## config.mk

```make
export PLATFORM = sky130hd
export DESIGN_NAME = booth_mult_seq
export DESIGN_NICKNAME = d
export VERILOG_FILES = /design/src/rtl/booth_pkg.sv /design/src/rtl/booth_digit_enc.sv /design/src/rtl/booth_mult_seq.sv
export SDC_FILE = /design/constraint.sdc
export NUM_CORES = 1
export LEC_CHECK = 0
export ABC_AREA = 1
export ABC_CLOCK_PERIOD_IN_PS = 3560
export BUFFER_PORTS_ARGS = -buffer_cell sky130_fd_sc_hd__buf_2
export CORE_MARGIN = 2
export CORE_UTILIZATION = 45
export CTS_CLUSTER_SIZE = 40
export DETAILED_ROUTE_END_ITERATION = 8
export PLACE_DENSITY = 0.68
export SETUP_SLACK_MARGIN = 0.05
export SYNTH_ARGS = -nofsm -noshare
export SYNTH_HDL_FRONTEND = slang
export SYNTH_SLANG_ARGS = --single-unit
export TNS_END_PERCENT = 10
```

## constraint.sdc

```tcl
create_clock -name clk_i -period 3.56 [get_ports clk_i]
set_input_delay 0.356 -clock clk_i [delete_from_list [all_inputs] [get_ports clk_i]]
set_output_delay 0.356 -clock clk_i [all_outputs]
set_load 0.01 [all_outputs]
```

## src/rtl/booth_pkg.sv

```systemverilog
// Shared types and helpers for the radix-4 Booth sequential multiplier.
//   state_e   : controller states (IDLE, CALC, DONE)
//   digit_t   : recoded Booth digit {neg, zero, two}
//   n_digits  : number of radix-4 digits for a given operand width
package booth_pkg;

   typedef enum logic [1:0] {
      IDLE = 2'd0,
      CALC = 2'd1,
      DONE = 2'd2
   } state_e;

   typedef struct packed {
      logic neg;
      logic zero;
      logic two;
   } digit_t;

   // Operands are widened by two bits before recoding, which adds one digit.
   function automatic int n_digits(input int width);
      return width / 2 + 1;
   endfunction

endpackage

```

## src/rtl/booth_digit_enc.sv

```systemverilog
// Radix-4 Booth recoder: maps a 3-bit multiplier window {b[2k+1], b[2k], b[2k-1]}
// onto a signed digit in {-2, -1, 0, +1, +2}.
//   win_i : 3-bit window
//   dig_o : {neg, zero, two}; magnitude is 2 when two=1, else 1 (unless zero)
module booth_digit_enc
   import booth_pkg::*;
(
   input  logic [2:0] win_i,
   output digit_t     dig_o
);

   always_comb begin
      dig_o = '{neg: 1'b0, zero: 1'b1, two: 1'b0};
      case (win_i)
         3'b001, 3'b010: dig_o = '{neg: 1'b0, zero: 1'b0, two: 1'b0};
         3'b011:         dig_o = '{neg: 1'b0, zero: 1'b0, two: 1'b1};
         3'b100:         dig_o = '{neg: 1'b1, zero: 1'b0, two: 1'b1};
         3'b101, 3'b110: dig_o = '{neg: 1'b1, zero: 1'b0, two: 1'b0};
         default:        ;
      endcase
   end

endmodule

```

## src/rtl/booth_mult_seq.sv

```systemverilog
// Iterative radix-4 Booth multiplier, one digit per clock.
// Optional feature macro: BOOTH_EARLY_TERM_EN (skip trailing zero digits with a
// single barrel shift once the remaining multiplier bits are pure sign).
//
// Ports:
//   clk_i        clock
//   rst_n_i      async active-low reset
//   in_valid_i   operand pair valid        in_ready_o  accepting (IDLE only)
//   a_i, b_i     multiplicand / multiplier signed_i    two's complement when 1
//   out_valid_o  product valid             out_ready_i consumer accepts product
//   product_o    full 2*WIDTH product      busy_o      high in CALC or DONE
//
// state | meaning
// ------+----------------------------------------------------------
// IDLE  | waiting for an operand pair; in_ready_o high
// CALC  | retiring one Booth digit per cycle, cnt_q counts down
// DONE  | product valid, held until out_ready_i
module booth_mult_seq
   import booth_pkg::*;
#(
   parameter int WIDTH = 32
) (
   input  logic               clk_i,
   input  logic               rst_n_i,
   input  logic               in_valid_i,
   output logic               in_ready_o,
   input  logic [WIDTH-1:0]   a_i,
   input  logic [WIDTH-1:0]   b_i,
   input  logic               signed_i,
   output logic               out_valid_o,
   input  logic               out_ready_i,
   output logic [2*WIDTH-1:0] product_o,
   output logic               busy_o
);

   localparam int N  = n_digits(WIDTH);
   localparam int CW = $clog2(N);
   localparam int EW = WIDTH + 2;      // extended operand width
   localparam int PW = WIDTH + 3;      // partial product width (room for 2*a)
   localparam int AW = 2 * WIDTH + 4;  // accumulator width

   state_e                state_q, state_d;
   logic [EW-1:0]         a_q, a_d;
   logic [EW-1:0]         b_q, b_d;
   logic                  bprev_q, bprev_d;
   logic [CW-1:0]         cnt_q, cnt_d;
   logic signed [AW-1:0]  acc_q, acc_d;

   logic [EW-1:0]         a_ext, b_ext;
   digit_t                dig;
   logic [PW-1:0]         mag, pp;
   logic signed [AW-1:0]  acc_shr, acc_step;

   assign a_ext = signed_i ? {{2{a_i[WIDTH-1]}}, a_i} : {2'b00, a_i};
   assign b_ext = signed_i ? {{2{b_i[WIDTH-1]}}, b_i} : {2'b00, b_i};

   // b_q is shifted right by two each digit, so the current window is always
   // at the bottom; bprev_q carries b[2k-1] across the shift.
   booth_digit_enc u_enc (
      .win_i ({b_q[1], b_q[0], bprev_q}),
      .dig_o (dig)
   );

   always_comb begin
      mag = '0;
      if (!dig.zero) begin
         mag = dig.two ? {a_q, 1'b0} : {a_q[EW-1], a_q};
      end
      pp = dig.neg ? (~mag + PW'(1)) : mag;
   end

   // Shift-then-add: digit k lands at weight 2^(2k+1), so the product sits one
   // bit up in the accumulator and no low-order bit is ever shifted out.
   always_comb begin
      acc_shr  = acc_q >>> 2;
      acc_step = acc_shr + {pp, {(WIDTH + 1){1'b0}}};
   end

   always_comb begin
      state_d = state_q;
      a_d     = a_q;
      b_d     = b_q;
      bprev_d = bprev_q;
      cnt_d   = cnt_q;
      acc_d   = acc_q;
      case (state_q)
         IDLE: begin
            if (in_valid_i) begin
               a_d     = a_ext;
               b_d     = b_ext;
               bprev_d = 1'b0;
               cnt_d   = CW'(N - 1);
               acc_d   = '0;
               state_d = CALC;
            end
         end
         CALC: begin
            acc_d   = acc_step;
            b_d     = {{2{b_q[EW-1]}}, b_q[EW-1:2]};
            bprev_d = b_q[1];
            cnt_d   = cnt_q - CW'(1);
            if (cnt_q == '0) begin
               state_d = DONE;
            end
`ifdef BOOTH_EARLY_TERM_EN
            // Remaining bits all equal the sign: every later digit is zero, so
            // only their right shifts remain to be applied.
            if (b_q[EW-1:1] == {(EW - 1){b_q[EW-1]}}) begin
               acc_d   = acc_step >>> {cnt_q, 1'b0};
               state_d = DONE;
            end
`endif
         end
         DONE: begin
            if (out_ready_i) begin
               state_d = IDLE;
            end
         end
         default: state_d = IDLE;
      endcase
   end

   always_ff @(posedge clk_i or negedge rst_n_i) begin
      if (!rst_n_i) begin
         state_q <= IDLE;
         a_q     <= '0;
         b_q     <= '0;
         bprev_q <= 1'b0;
         cnt_q   <= '0;
         acc_q   <= '0;
      end else begin
         state_q <= state_d;
         a_q     <= a_d;
         b_q     <= b_d;
         bprev_q <= bprev_d;
         cnt_q   <= cnt_d;
         acc_q   <= acc_d;
      end
   end

   assign in_ready_o  = (state_q == IDLE);
   assign out_valid_o = (state_q == DONE);
   assign busy_o      = (state_q != IDLE);
   assign product_o   = acc_q[2*WIDTH:1];

endmodule

```

# Word-level counts from Yosys, hierarchy flattened
# Index checks and enable logic that the tools add are counted.
op_classes:
  mux: 18
  reduce_logical: 10
  add_sub_neg: 3
  n_eq_ne: 11
  bitwise_logic: 2
op_table:
  columns: ["cell", "n"]
  rows:
  - ["$mux 34", 4]
  - ["$pmux 68 s2", 1]
  - ["$mux 35", 2]
  - ["$add 68x68->68", 1]
  - ["$mux 68", 1]
  - ["$pmux 34 s2", 1]
  - ["$add 35x1->35 const B", 1]
  - ["$not 35->35", 1]
  - ["$pmux 3 s4", 1]
  - ["$pmux 5 s2", 1]
  - ["$eq 3x3->1 const B", 3]
  - ["$eq 3x2->1 const B", 2]
  - ["$mux 2", 3]
  - ["$pmux 2 s3", 1]
  - ["$reduce_and 3->1", 2]
  - ["$logic_not 5->1", 1]
  - ["$mux 5", 1]
  - ["$sub 5x1->5 const B", 1]
  - ["$ne 2x2->1 const B", 2]
  - ["$reduce_and 2->1", 2]
  - ["$reduce_bool 2->1", 2]
  - ["$reduce_or 2->1", 2]
  - ["$eq 3x1->1 const B", 1]
  - ["$eq 2x1->1 const B", 1]
  - ["6 further kinds", 6]
word_totals:
  word_cells: 51
  reg_bits: 144

# Depth between registers and ports, before layout
# Gate-level depths: netlist (run 1).
depth:
  ltp_word: 10
  mapped_depth: 28

# Hierarchy
# From an unflattened synthesis (run 1), not the netlist that was laid out.
unflattened:
  cells_unflattened: 1341
  hier_area_um2: 9629.2
by_module_without_submodules:
  columns: ["mod", "seq_area_each_um2", "n_inst", "area_each_um2", "cells_per_inst"]
  rows:
  - ["booth_mult_seq", 3553.4, 1, 9593.0, 1333]
  - ["booth_digit_enc", 0.0, 1, 36.3, 8]

# Least setup slack after synthesis (run 1)
# No wires, ideal clock.
synth_timing:
  path_kind: "register -> register"
  from: "register b_q[0]"
  to: "register acc_q[54]"
  n_path_buf: 1
  setup_slack_ns: -0.019
  t_arrival_ns: 3.456
  period_less_slack_ns: 3.579
  path_stages_with_launch: 24
  setup_time_ns: 0.123
  path_cell_list: "dfrtp_1 -> inv_1 -> nand2_1 -> nand2_1 -> nand2_2 -> buf_6 -> o211ai_2 -> ha_1 -> nand3_1 -> nor2_2 -> nand2_1 -> o21ai_0 -> nand2_1 -> xnor2_1 -> ha_1 -> nand2_1 -> nor2_1 -> nand2_1 -> nor4b_1 -> a21oi_1 -> o21ai_0 -> a21oi_1 -> o21ai_0 -> nand2_1"
synth_via:
  elab_chain_cells: 10
synth_rtl:
  columns: ["item", "line", "source"]
  rows:
  - ["from (decl)", "booth_mult_seq.sv:44", "logic [EW-1:0] b_q, b_d;"]
  - ["from (signal assigned)", "booth_mult_seq.sv:127", "b_q <= '0;"]
  - ["from (signal assigned)", "booth_mult_seq.sv:134", "b_q <= b_d;"]
  - ["$eq 3x3->1 (tied with other cells)", "booth_digit_enc.sv:14", "case (win_i)"]
  - ["$reduce_or 2->1", "booth_digit_enc.sv:14", null]
  - ["$pmux 3 s4 *", "booth_digit_enc.sv:14", null]
  - ["$mux 34", "booth_mult_seq.sv:67", "mag = dig.two ? {a_q, 1'b0} : {a_q[EW-1], a_q};"]
  - ["$mux 35", "booth_mult_seq.sv:66", "if (!dig.zero) begin"]
  - ["$not 35->35", "booth_mult_seq.sv:69", "pp = dig.neg ? (~mag + PW'(1)) : mag;"]
  - ["$add 35x1->35", "booth_mult_seq.sv:69", null]
  - ["$mux 35 *", "booth_mult_seq.sv:69", null]
  - ["$add 68x68->68 *", "booth_mult_seq.sv:76", "acc_step = acc_shr + {pp, {(WIDTH + 1){1'b0}}};"]
  - ["$pmux 68 s2 *", "booth_mult_seq.sv:86", "case (state_q)"]
  - ["to (signal assigned)", "booth_mult_seq.sv:130", "acc_q <= '0;"]
  - ["to (signal assigned)", "booth_mult_seq.sv:137", "acc_q <= acc_d;"]
  - ["to (decl)", "booth_mult_seq.sv:47", "logic signed [AW-1:0] acc_q, acc_d;"]
# Mark *: on every way between the ends. The rest lies on a longest branch, timed or not.
# A chain may end at the register's enable or synchronous reset.

# Final worst setup path (run 1)
layout_timing:
  from: "register b_q[1]"
  to: "register acc_q[67]"
# Same word-level chain as after synthesis.

==> results.md, run 1 <==
* Cell with the biggest individual delay on the critical path: sky130_fd_sc_hd__dfrtp_2
* Fraction of the mapped netlist area in compound gates at 0.135
* Delay contributed by the slowest stage of the critical path at 0.48 ns
* Share of synthesized area occupied by flip-flops and latches at 0.378
* Critical-path cell list: inv_2 -> nand3_4 -> nand2_4 -> nand2_1 -> nand3_2 -> nand2_2 -> nor2_4 -> nand2_2 -> nor2_4 -> nor2_2 -> a21oi_2 -> o21ai_2 -> xnor2_2 -> ha_4 -> nand2_2 -> nor2_4 -> inv_2 -> nor4_4 -> nand3_2 -> nand3_2 -> inv_1 -> nand2_1 -> nand3_1 -> nand2_1
* Upper clock frequency limit at 266 MHz
* RSZ-0062 raised after global routing: true
* Worst hold path type: in2async
* Synth Area in Simple Gates at 0.263
* Post-synthesis xor/xnor area fraction at 0.0391
* Adder-cell share of the synthesized area at 0.0527
* Clock-pin slew on the worst setup and hold paths at 0.08 ns
* Die outline area at 22100 um2
* Max-cap violation count at 0
* Required time worst endpoint at 3.94 ns
* Pre-antenna DRT Iters at 7
* DIE HEIGHT at 149 um
* First DRT Iteration DRCs at 613
* DP Wirelength at 19100 um
* Clock tree from TritonCTS: done
* Final-layout setup total negative slack at -1.11 ns
* Number of distinct standard cells referenced by the synthesized netlist at 47
* Transition time of the tightest slew-check pin at 0.870 ns
* Number of vias per cell after detailed routing at 5.10
* Slack of the worst reg-to-reg path at -0.20 ns
* Nature of the critical path endpoint: flop
* Count of buffer and inverter cells on the critical path at 3
* Hold_buf cts at 0
* Worst max-slew margin expressed relative to the limit at 0.420
* Kind of cell adding the most delay to the critical path: simple AND/OR/NAND/NOR gates
* First-pass GRT wire length at 42400 um
* Total wire length after detailed routing at 27300 um
* Tcrit/Tclk final at 1.06
* Setup Crit Path Kind: reg2reg
* Most used cells in the layout excluding fill and tap cells: 337 x sky130_fd_sc_hd__nand2_1, 168 x sky130_fd_sc_hd__buf_4, 139 x sky130_fd_sc_hd__dfrtp_1, 134 x sky130_fd_sc_hd__buf_2, 133 x sky130_fd_sc_hd__inv_1
* Maximum count of clock buffers along a single path at 2
* H-tree level count at 4
* Most frequent standard cell in the layout excluding fill and tap cells: sky130_fd_sc_hd__nand2_1
* Final ANT Viol Nets at 0
* Routability Congestion at 0.954
* Fraction of final layout cells with drive strength greater than 1 at 0.354
* Maximum clock skew at final layout at 0.0103 ns
* Clock sink count at 142
* Post-Synthesis Cell Area at 9410 um2
* Post-synthesis cell count at 1298
* Dominant cells by area after synthesis: sky130_fd_sc_hd__dfrtp_1 38%, sky130_fd_sc_hd__nand2_1 15%, sky130_fd_sc_hd__inv_1 5.7%
* Core area at 20400 um2
* Skew-Pair Late Insertion Delay at 0.44 ns
* Post-synthesis net count at 1406
* I/O pin count at 136
* Number of global-route vias before repair at 8533
* Post-detailed-route wirelength per cell at 15.1 um
* Final Setup Violations at 12
* Combinational family with the most area after synthesis: simple AND/OR/NAND/NOR gates
* Synth Warn # at 0
* Core Rows at 52
* Largest fanout of any net on the critical path at 8
* Buffer cell driving the clock tree root: sky130_fd_sc_hd__clkbuf_16
* Final number of max-transition violations at 0
* Final hold vios at 27
* Final-layout worst hold slack at -0.0253 ns
* Area share of the largest cell type after synthesis at 0.378
* Effective utilization at floorplan at 0.462
* Overflow after GRT at 0
* Proportion of synthesized area in mux cells at 0.00106
* Post-synthesis to final-layout area growth at 35.2%
* Routed via count at 9238
* Endpoint of the most critical register-to-register path: acc_q[67]$_DFFE_PN0P_
* Overall fraction of global-route tracks in use at 0.240
* Minimum clock period after layout at 3.76 ns
* Count of inserted antenna diode cells at 0
* R2r startpoint: b_q[1]$_DFFE_PN0P_
* I/O Buffers at 135
* Die Width at 149 um
* DRC Markers at 0
* Pin count of the biggest net entering global routing at 100
* Length in cells of the worst reg-to-reg path at 24
* Post-layout nets at 1636
* Flops & latches, synth at 142
* Failing checks: negative hold slack, negative setup slack
* Area leader, netlist: sky130_fd_sc_hd__dfrtp_1
* Avg Inst Size Synth at 7.25 um2
* Number of buffers added by the clock tree synthesis step at 17
* Signal arrival time at the worst endpoint at 4.14 ns
* CP startpoint kind: flop
* Status: complete, but fails checks
* Worst setup margin at -0.198 ns
* Antenna violations before repair at 0
## per-stage QoR
stage | area (um2) | hold WS [ns] | instances | util | setup slack, ns
floorplan | 9410 | 0.0604 | 1298 | - | 0.0543
global placement | 11000 | 0.459 | 1757 | 0.540 | -0.402
detailed placement | 11000 | 0.469 | 1757 | 0.540 | -0.482
CTS | 11900 | 0.0134 | 1791 | 0.583 | -0.110
global route | 12700 | 0.0479 | 1811 | 0.625 | -0.376
finish | 12700 | -0.0253 | 1811 | 0.625 | -0.198
## synthesized netlist by cell type, drive strengths merged
library cell,instances
nand2,383
inv,144
dfrtp,142
nand3,107
o21ai,106
nor2,86
buf,75
a21oi,51
ha,38
o22ai,34
clkbuf,33
xor2,22
xnor2,20
o21bai,8
nor3,6
a21o,5
nand4,5
a21boi,4
a31oi,4
o211ai,4
nand3b,3
o21a,3
a22oi,2
nor4,2
o221ai,2
or2,2
a32o,1
and2,1
clkinv,1
fa,1
mux2i,1
nor4b,1
o32ai,1
## sequential cells by signal, summed over array words and instances (netlist names)
register  cells
b_q          34
state_q       2
bprev_q       1
acc_q        67
a_q          33
cnt_q         5
## cell type report
| type | instances | area [um2] |
|---|---|---|
| sequential | 142 | 3560 |
| clock inverter | 15 | 166 |
| fill | 1787 | 7640 |
| tap | 270 | 338 |
| multi-input combinational | 905 | 5530 |
| inverter | 145 | 544 |
| timing repair buffer | 317 | 2160 |
| clock buffer | 17 | 425 |
## kinds of logic (layout without fill, tap and decap cells)
logic type	Yosys count	count (layout)
multiplexers	1	1
adder cells (fa/ha/maj)	39	39
AO/OA/AOI/OAI	225	225
AND/OR/NAND/NOR	596	598
flip-flops	142	142
XOR/XNOR	42	42
buffers and inverters	253	494
## how the worst max path moves through the flow
stage / from / endpoint / slack, ns / cells past startpoint
CTS: b_q[0]$_DFFE_PN0P_ / acc_q[67]$_DFFE_PN0P_ / -0.11 / 25
detailed placement: b_q[1]$_DFFE_PN0P_ / acc_q[67]$_DFFE_PN0P_ / -0.48 / 24
global route: b_q[1]$_DFFE_PN0P_ / acc_q[55]$_DFFE_PN0P_ / -0.38 / 24
global placement: bprev_q$_DFFE_PN0P_ / acc_q[67]$_DFFE_PN0P_ / -0.40 / 24
floorplan: b_q[0]$_DFFE_PN0P_ / acc_q[54]$_DFFE_PN0P_ / 0.05 / 23
finish: b_q[1]$_DFFE_PN0P_ / acc_q[67]$_DFFE_PN0P_ / -0.20 / 24
## layer usage
layer,share of wire,global-route usage,vias to the layer above
met2,0.47,0.389,272
met1,0.47,0.340,4332
met4,0.014,0.0505,0
met3,0.048,0.0408,36
li1,-,-,4598
met5,0,0,-
## repair_timing
action,4_1_cts,5_1_grt
resized for setup,68,173
hold endpoints to repair,0,0
cloned,0,3
setup endpoints to repair,18,25
setup buffers,2,17
pin swaps,11,85
Power of run 1 is left out: the tool's default activity adds up to more than one toggle a clock period on the data nets, which glitch-free logic cannot reach.
==> run 2: changes to the inputs <==
--- a/config.mk
+++ b/config.mk
@@ -10,9 +10,10 @@
 export BUFFER_PORTS_ARGS = -buffer_cell sky130_fd_sc_hd__buf_2
 export CORE_MARGIN = 2
 export CORE_UTILIZATION = 45
-export CTS_CLUSTER_SIZE = 40
+export CTS_CLUSTER_SIZE = 14
 export DETAILED_ROUTE_END_ITERATION = 8
 export PLACE_DENSITY = 0.68
+export REMOVE_ABC_BUFFERS = 1
 export SETUP_SLACK_MARGIN = 0.05
 export SYNTH_ARGS = -nofsm -noshare
 export SYNTH_HDL_FRONTEND = slang
==> run 2 against run 1 <==
The run still ends with negative hold slack, negative setup slack left. Critical path type unchanged. Setup slack improved by 0.14 ns. Sequential share of layout area grew 0.88 points. Count of clock-buffer cells in the layout rose by 1. Cell count shrank 2.3%. Routed wire length is 3.7% lower.
==> results.md, run 2 (same netlist as run 1, synthesis figures left out) <==
* Status: complete, but fails checks
* Failing checks: negative hold slack, negative setup slack
* Maximum count of clock buffers along a single path at 2
* DRC Markers at 0
* Worst setup margin at -0.0553 ns
* Largest fanout of any net on the critical path at 4
* Met2 usage at 0.358
* Tcrit/Tclk final at 1.02
* Transition time of the tightest slew-check pin at 1.10 ns
* DIE HEIGHT at 149 um
* Register cell area after layout at 3560 um2
* Buffer cell driving the clock tree root: sky130_fd_sc_hd__clkbuf_16
* GR Util met3 at 0.0521
* Hold_buf cts at 0
* Nature of the critical path endpoint: flop
* First-pass GRT wire length at 40300 um
* Max-cap violation count at 0
* I/O Buffers at 135
* Clock tree from TritonCTS: done
* Post-synthesis to final-layout area growth at 31.1%
* Routed via count at 8967
* Core Rows at 52
* Most crowded layer after global routing: met2
* Largest registers ranked by flip-flop count: acc_q (67), b_q (34), a_q (33)
* Count of inserted antenna diode cells at 0
* Post-layout nets at 1595
* Post-detailed-route wirelength per cell at 14.9 um
* Total wire length after detailed routing at 26300 um
* Antenna violations before repair at 1
* Final-layout worst hold slack at -0.0158 ns
* DP Wirelength at 18000 um
* CP startpoint kind: flop
* Core area at 20400 um2
* Largest register by flop count: acc_q
* Flip-flop count of the largest register, all copies and words added at 67
* Final cell count without fillers at 1770
* Final hold vios at 30
* Skew-Pair Late Insertion Delay at 0.43 ns
* Number of buffers added by the clock tree synthesis step at 17
* H-tree level count at 4
* Number of global-route vias before repair at 8298
* First DRT Iteration DRCs at 460
* Final ANT Viol Nets at 0
* Fraction of final layout cells with drive strength greater than 1 at 0.338
* Number of vias per cell after detailed routing at 5.07
* Maximum clock skew at final layout at 0.0100 ns
* Routability Congestion at 0.938
* Area occupied by multi-input gates at 5520 um2
* I/O pin count at 136
* Final Setup Violations at 9
* Minimum clock period after layout at 3.62 ns
* Pre-antenna DRT Iters at 5
* Effective utilization at floorplan at 0.462
* Most frequent standard cell in the layout excluding fill and tap cells: sky130_fd_sc_hd__nand2_1
* RSZ-0062 raised after global routing: true
* Most used cells in the layout excluding fill and tap cells: 337 x sky130_fd_sc_hd__nand2_1, 139 x sky130_fd_sc_hd__dfrtp_1, 136 x sky130_fd_sc_hd__inv_1, 135 x sky130_fd_sc_hd__buf_2, 126 x sky130_fd_sc_hd__buf_4
* Overall fraction of global-route tracks in use at 0.228
* Worst hold path type: in2async
* Die Width at 149 um
* Met1 track demand over resource at 0.316
* Clock sink count at 142
* Upper clock frequency limit at 277 MHz
* Final number of max-transition violations at 0
* Signal arrival time at the worst endpoint at 3.88 ns
* Setup Crit Path Kind: reg2reg
* Required time worst endpoint at 3.82 ns
* Clock-pin slew on the worst setup and hold paths at 0.07 ns
* Worst max-slew margin expressed relative to the limit at 0.265
* Pin count of the biggest net entering global routing at 100
* Total of fill cells in the finished design at 1850
* Post-placement cell count at 1716
* Die outline area at 22100 um2
* Overflow after GRT at 0
==> run 2: cell count changes in the layout (fill, tap and decap cells not counted), sizes merged <==
cell      delta
clkinv       -2
nand2        -1
bufinv       -1
buf         -39
clkinvlp     +1
inv          +1
==> run 2: layer usage <==
| metal | up-vias | share of wire |
|---|---|---|
| met3 | 31 | 0.065 |
| met4 | 2 | 0.018 |
| met5 | - | 0.00042 |
| met2 | 262 | 0.46 |
| met1 | 4158 | 0.45 |
| li1 | 4514 | - |
==> run 2: final timing paths <==
kind | from | to | cells past startpoint | slack (ns)
setup / recovery | bprev_q$_DFFE_PN0P_ | acc_q[55]$_DFFE_PN0P_ | 24 | -0.06
hold / removal | rst_n_i | acc_q[37]$_DFFE_PN0P_ | 1 | -0.02
setup reg to reg | bprev_q$_DFFE_PN0P_ | acc_q[55]$_DFFE_PN0P_ | 24 | -0.06
hold reg to reg | cnt_q[4]$_DFFE_PN0P_ | cnt_q[4]$_DFFE_PN0P_ | 1 | 0.48
max in group asynchronous | rst_n_i | b_q[1]$_DFFE_PN0P_ | 2 | 2.75
min in group clk_i | out_ready_i | state_q[1]$_DFFE_PN0P_ | 2 | 0.12
==> run 2: layout make-up <==
type,count,area share
flip-flops and latches,142,0.288
clock buffers,18,0.0348
well taps,270,0.0274
clock inverters,14,0.00994
repair buffers,277,0.148
multi-input cells,904,0.448
inverters,145,0.0441
==> run 2: per-stage QoR <==
step	util	worst slack, ns	instance area [um2]	setup TNS (ns)
floorplan	-	-1.17	8720	-47.74
global placement	0.524	-0.528	10700	-3.05
detailed placement	0.524	-0.609	10700	-4.14
CTS	0.566	-0.0205	11500	-0.0852
global route	0.606	-0.271	12300	-3.87
finish	0.606	-0.0553	12300	-0.199
==> run 2: worst max-delay path, cell delays in order, from the launching register on <==
cell and delay (ns):
sky130_fd_sc_hd__dfrtp_2 0.45, sky130_fd_sc_hd__inv_2 0.07, sky130_fd_sc_hd__nand2_2 0.05, sky130_fd_sc_hd__nand2_2 0.09, sky130_fd_sc_hd__nand2_4 0.07, sky130_fd_sc_hd__o211ai_2 0.17, sky130_fd_sc_hd__buf_4 0.13, sky130_fd_sc_hd__buf_4 0.10
sky130_fd_sc_hd__nand3_2 0.08, sky130_fd_sc_hd__inv_2 0.10, sky130_fd_sc_hd__nand3_4 0.11, sky130_fd_sc_hd__buf_6 0.14, sky130_fd_sc_hd__nor3_4 0.21, sky130_fd_sc_hd__nor2_2 0.07, sky130_fd_sc_hd__xnor2_2 0.15, sky130_fd_sc_hd__ha_4 0.30
sky130_fd_sc_hd__nand2_1 0.11, sky130_fd_sc_hd__nor2_2 0.20, sky130_fd_sc_hd__inv_1 0.12, sky130_fd_sc_hd__o21ai_2 0.19, sky130_fd_sc_hd__o21bai_4 0.18, sky130_fd_sc_hd__nand2_1 0.08, sky130_fd_sc_hd__nand2_1 0.08, sky130_fd_sc_hd__xnor2_1 0.11
sky130_fd_sc_hd__o21ai_0 0.09
==> run 2: repair_timing <==
| action | in CTS | in global routing |
|---|---|---|
| gates resized for setup | 65 | 178 |
| setup endpoints to repair | 16 | 25 |
| pin swaps | 23 | 84 |
| hold endpoints to repair | 0 | 0 |
| setup buffers | 8 | 12 |
| gates cloned | 0 | 2 |
Power of run 2 is left out for the same reason.
==> run 3: changes to the inputs <==
--- a/config.mk
+++ b/config.mk
@@ -8,6 +8,7 @@
 export ABC_AREA = 1
 export ABC_CLOCK_PERIOD_IN_PS = 3560
 export BUFFER_PORTS_ARGS = -buffer_cell sky130_fd_sc_hd__buf_2
+export CORE_ASPECT_RATIO = 1.25
 export CORE_MARGIN = 2
 export CORE_UTILIZATION = 45
 export CTS_CLUSTER_SIZE = 14
@@ -15,6 +16,7 @@
 export PLACE_DENSITY = 0.68
 export REMOVE_ABC_BUFFERS = 1
 export SETUP_SLACK_MARGIN = 0.05
+export SKIP_CTS_REPAIR_TIMING = 1
 export SYNTH_ARGS = -nofsm -noshare
 export SYNTH_HDL_FRONTEND = slang
 export SYNTH_SLANG_ARGS = --single-unit
==> run 3 against run 2 <==
The flow finishes with violations (negative setup slack). Clock skew about the same. Cell count increased by 0.11%. Worst hold slack better by 0.036 ns. Critical endpoint is now acc_q[66]$_DFFE_PN0P_.
==> results.md, run 3 (same netlist as run 1, synthesis figures left out) <==
* DP Wirelength at 18500 um
* Area occupied by multi-input gates at 5140 um2
* Core Rows at 59
* Required time worst endpoint at 3.87 ns
* Overall fraction of global-route tracks in use at 0.227
* Worst hold path type: in2async
* Overflow after GRT at 0
* Transition time of the tightest slew-check pin at 0.822 ns
* Skew-Pair Late Insertion Delay at 0.42 ns
* Routed via count at 8862
* Fin util at 0.583
* Final Setup Violations at 9
* Number of buffers added by the clock tree synthesis step at 17
* Final number of max-transition violations at 0
* I/O pin count at 136
* CP startpoint kind: flop
* Buffer cell driving the clock tree root: sky130_fd_sc_hd__clkbuf_16
* Post-layout nets at 1593
* Setup Crit Path Kind: reg2reg
* Cell with the biggest individual delay on the critical path: sky130_fd_sc_hd__dfrtp_2
* Post-DP Area at 10800 um2
* Nature of the critical path endpoint: flop
* Fraction of final layout cells with drive strength greater than 1 at 0.294
* Final ANT Viol Nets at 0
* First-pass GRT wire length at 40700 um
* Critical-path cell list: buf_4 -> o21ai_2 -> buf_4 -> nand3_2 -> nand3_1 -> inv_1 -> nand3_2 -> nor2_2 -> buf_4 -> nor2_1 -> xnor2_1 -> ha_1 -> nand2_1 -> nor2_4 -> nand2_2 -> nor4b_4 -> buf_4 -> nand3_1 -> nand3_1 -> a21oi_1 -> o21ai_1 -> nand2_1
* RSZ-0062 raised after global routing: true
* Flip-flop count of the largest register, all copies and words added at 67
* Pre-antenna DRT Iters at 5
* DRC Markers at 0
* Maximum count of clock buffers along a single path at 2
* Routability Congestion at 0.909
* Tcrit/Tclk final at 1.01
* Worst max-slew margin expressed relative to the limit at 0.452
* Max-cap violation count at 0
* Post-placement cell count at 1729
* Post-synthesis to final-layout area growth at 28.0%
* Number of vias per cell after detailed routing at 5.00
* Clock-pin slew on the worst setup and hold paths at 0.06 ns
* I/O Buffers at 135
* Antenna violations before repair at 0
* H-tree level count at 4
* First DRT Iteration DRCs at 447
* Minimum clock period after layout at 3.60 ns
* Die Width at 133 um
* Dominant cell type by count on the critical path: sky130_fd_sc_hd__buf_4
* Failing checks: negative setup slack
* Largest register by flop count: acc_q
* Maximum clock skew at final layout at 0.0100 ns
* Final-layout worst hold slack at 0.0202 ns
* Post-detailed-route wirelength per cell at 14.2 um
* Worst setup margin at -0.0443 ns
* Pin count of the biggest net entering global routing at 100
* Final standard cell area without fillers at 12000 um2
* Status: complete, but fails checks
* Total of fill cells in the finished design at 1948
* Most frequent standard cell in the layout excluding fill and tap cells: sky130_fd_sc_hd__nand2_1
* Upper clock frequency limit at 277 MHz
* Clock tree from TritonCTS: done
* Number of global-route vias before repair at 8518
* Delay contributed by the slowest stage of the critical path at 0.46 ns
* Final cell count without fillers at 1772
* Final hold vios at 0
* Die outline area at 22100 um2
* Effective utilization at floorplan at 0.455
* Largest fanout of any net on the critical path at 8
* Count of inserted antenna diode cells at 0
* Total wire length after detailed routing at 25200 um
* Clock sink count at 142
* Core area at 20700 um2
* Register cell area after layout at 3560 um2
* DIE HEIGHT at 166 um
* Largest registers ranked by flip-flop count: acc_q (67), b_q (34), a_q (33)
* Most used cells in the layout excluding fill and tap cells: 350 x sky130_fd_sc_hd__nand2_1, 139 x sky130_fd_sc_hd__inv_1, 139 x sky130_fd_sc_hd__dfrtp_1, 134 x sky130_fd_sc_hd__buf_2, 132 x sky130_fd_sc_hd__buf_4
* Signal arrival time at the worst endpoint at 3.92 ns
==> run 3: per-layer routing <==
| metal | GRT usage | vias to the layer above | wire, um |
|---|---|---|---|
| met4 | 0.0652 | 0 | 567 |
| met1 | 0.289 | 4108 | 10900 |
| met2 | 0.391 | 190 | 12700 |
| li1 | - | 4525 | - |
| met5 | 0 | - | 0 |
| met3 | 0.0438 | 39 | 1110 |
==> run 3: critical path: cells and delay by family (launching register included) <==
| family | cells | cell delay, ns |
|---|---|---|
| and+or+nand+nor | 12 | 1.45 |
| buffers and inverters | 5 | 0.75 |
| DFF | 1 | 0.46 |
| adders and majority gates | 1 | 0.37 |
| AOI/OAI and AO/OA | 3 | 0.36 |
| xor gates and xnor gates | 1 | 0.10 |
==> run 3: stage by stage <==
| stage | setup TNS, ns | setup slack [ns] |
|---|---|---|
| 3_5_place_dp | -3.50 | -0.503 |
| 5_1_grt | -4.06 | -0.319 |
| 6_report | -0.179 | -0.0443 |
| 3_3_place_gp | -2.67 | -0.432 |
| 4_1_cts | -3.72 | -0.519 |
| 2_1_floorplan | -47.74 | -1.17 |
==> run 3: final timing paths <==
| kind | slack, ns | cells past startpoint | to | from |
|---|---|---|---|---|
| setup / recovery | -0.04 | 22 | acc_q[66]$_DFFE_PN0P_ | b_q[1]$_DFFE_PN0P_ |
| hold / removal | 0.02 | 1 | acc_q[11]$_DFFE_PN0P_ | rst_n_i |
| setup reg to reg | -0.04 | 22 | acc_q[66]$_DFFE_PN0P_ | b_q[1]$_DFFE_PN0P_ |
| hold reg to reg | 0.48 | 2 | b_q[23]$_DFFE_PN0P_ | b_q[23]$_DFFE_PN0P_ |
| max in group asynchronous | 2.75 | 2 | a_q[28]$_DFFE_PN0P_ | rst_n_i |
| min in group clk_i | 0.13 | 3 | a_q[0]$_DFFE_PN0P_ | a_i[0] |
==> run 3: cell type report <==
class,instances,area share
tap,274,0.0285
inverter,145,0.0452
multi-input combinational,904,0.427
sequential,142,0.295
clock buffer,18,0.0365
clock inverter,14,0.0168
timing repair buffer,275,0.150
Power of run 3 is left out for the same reason.
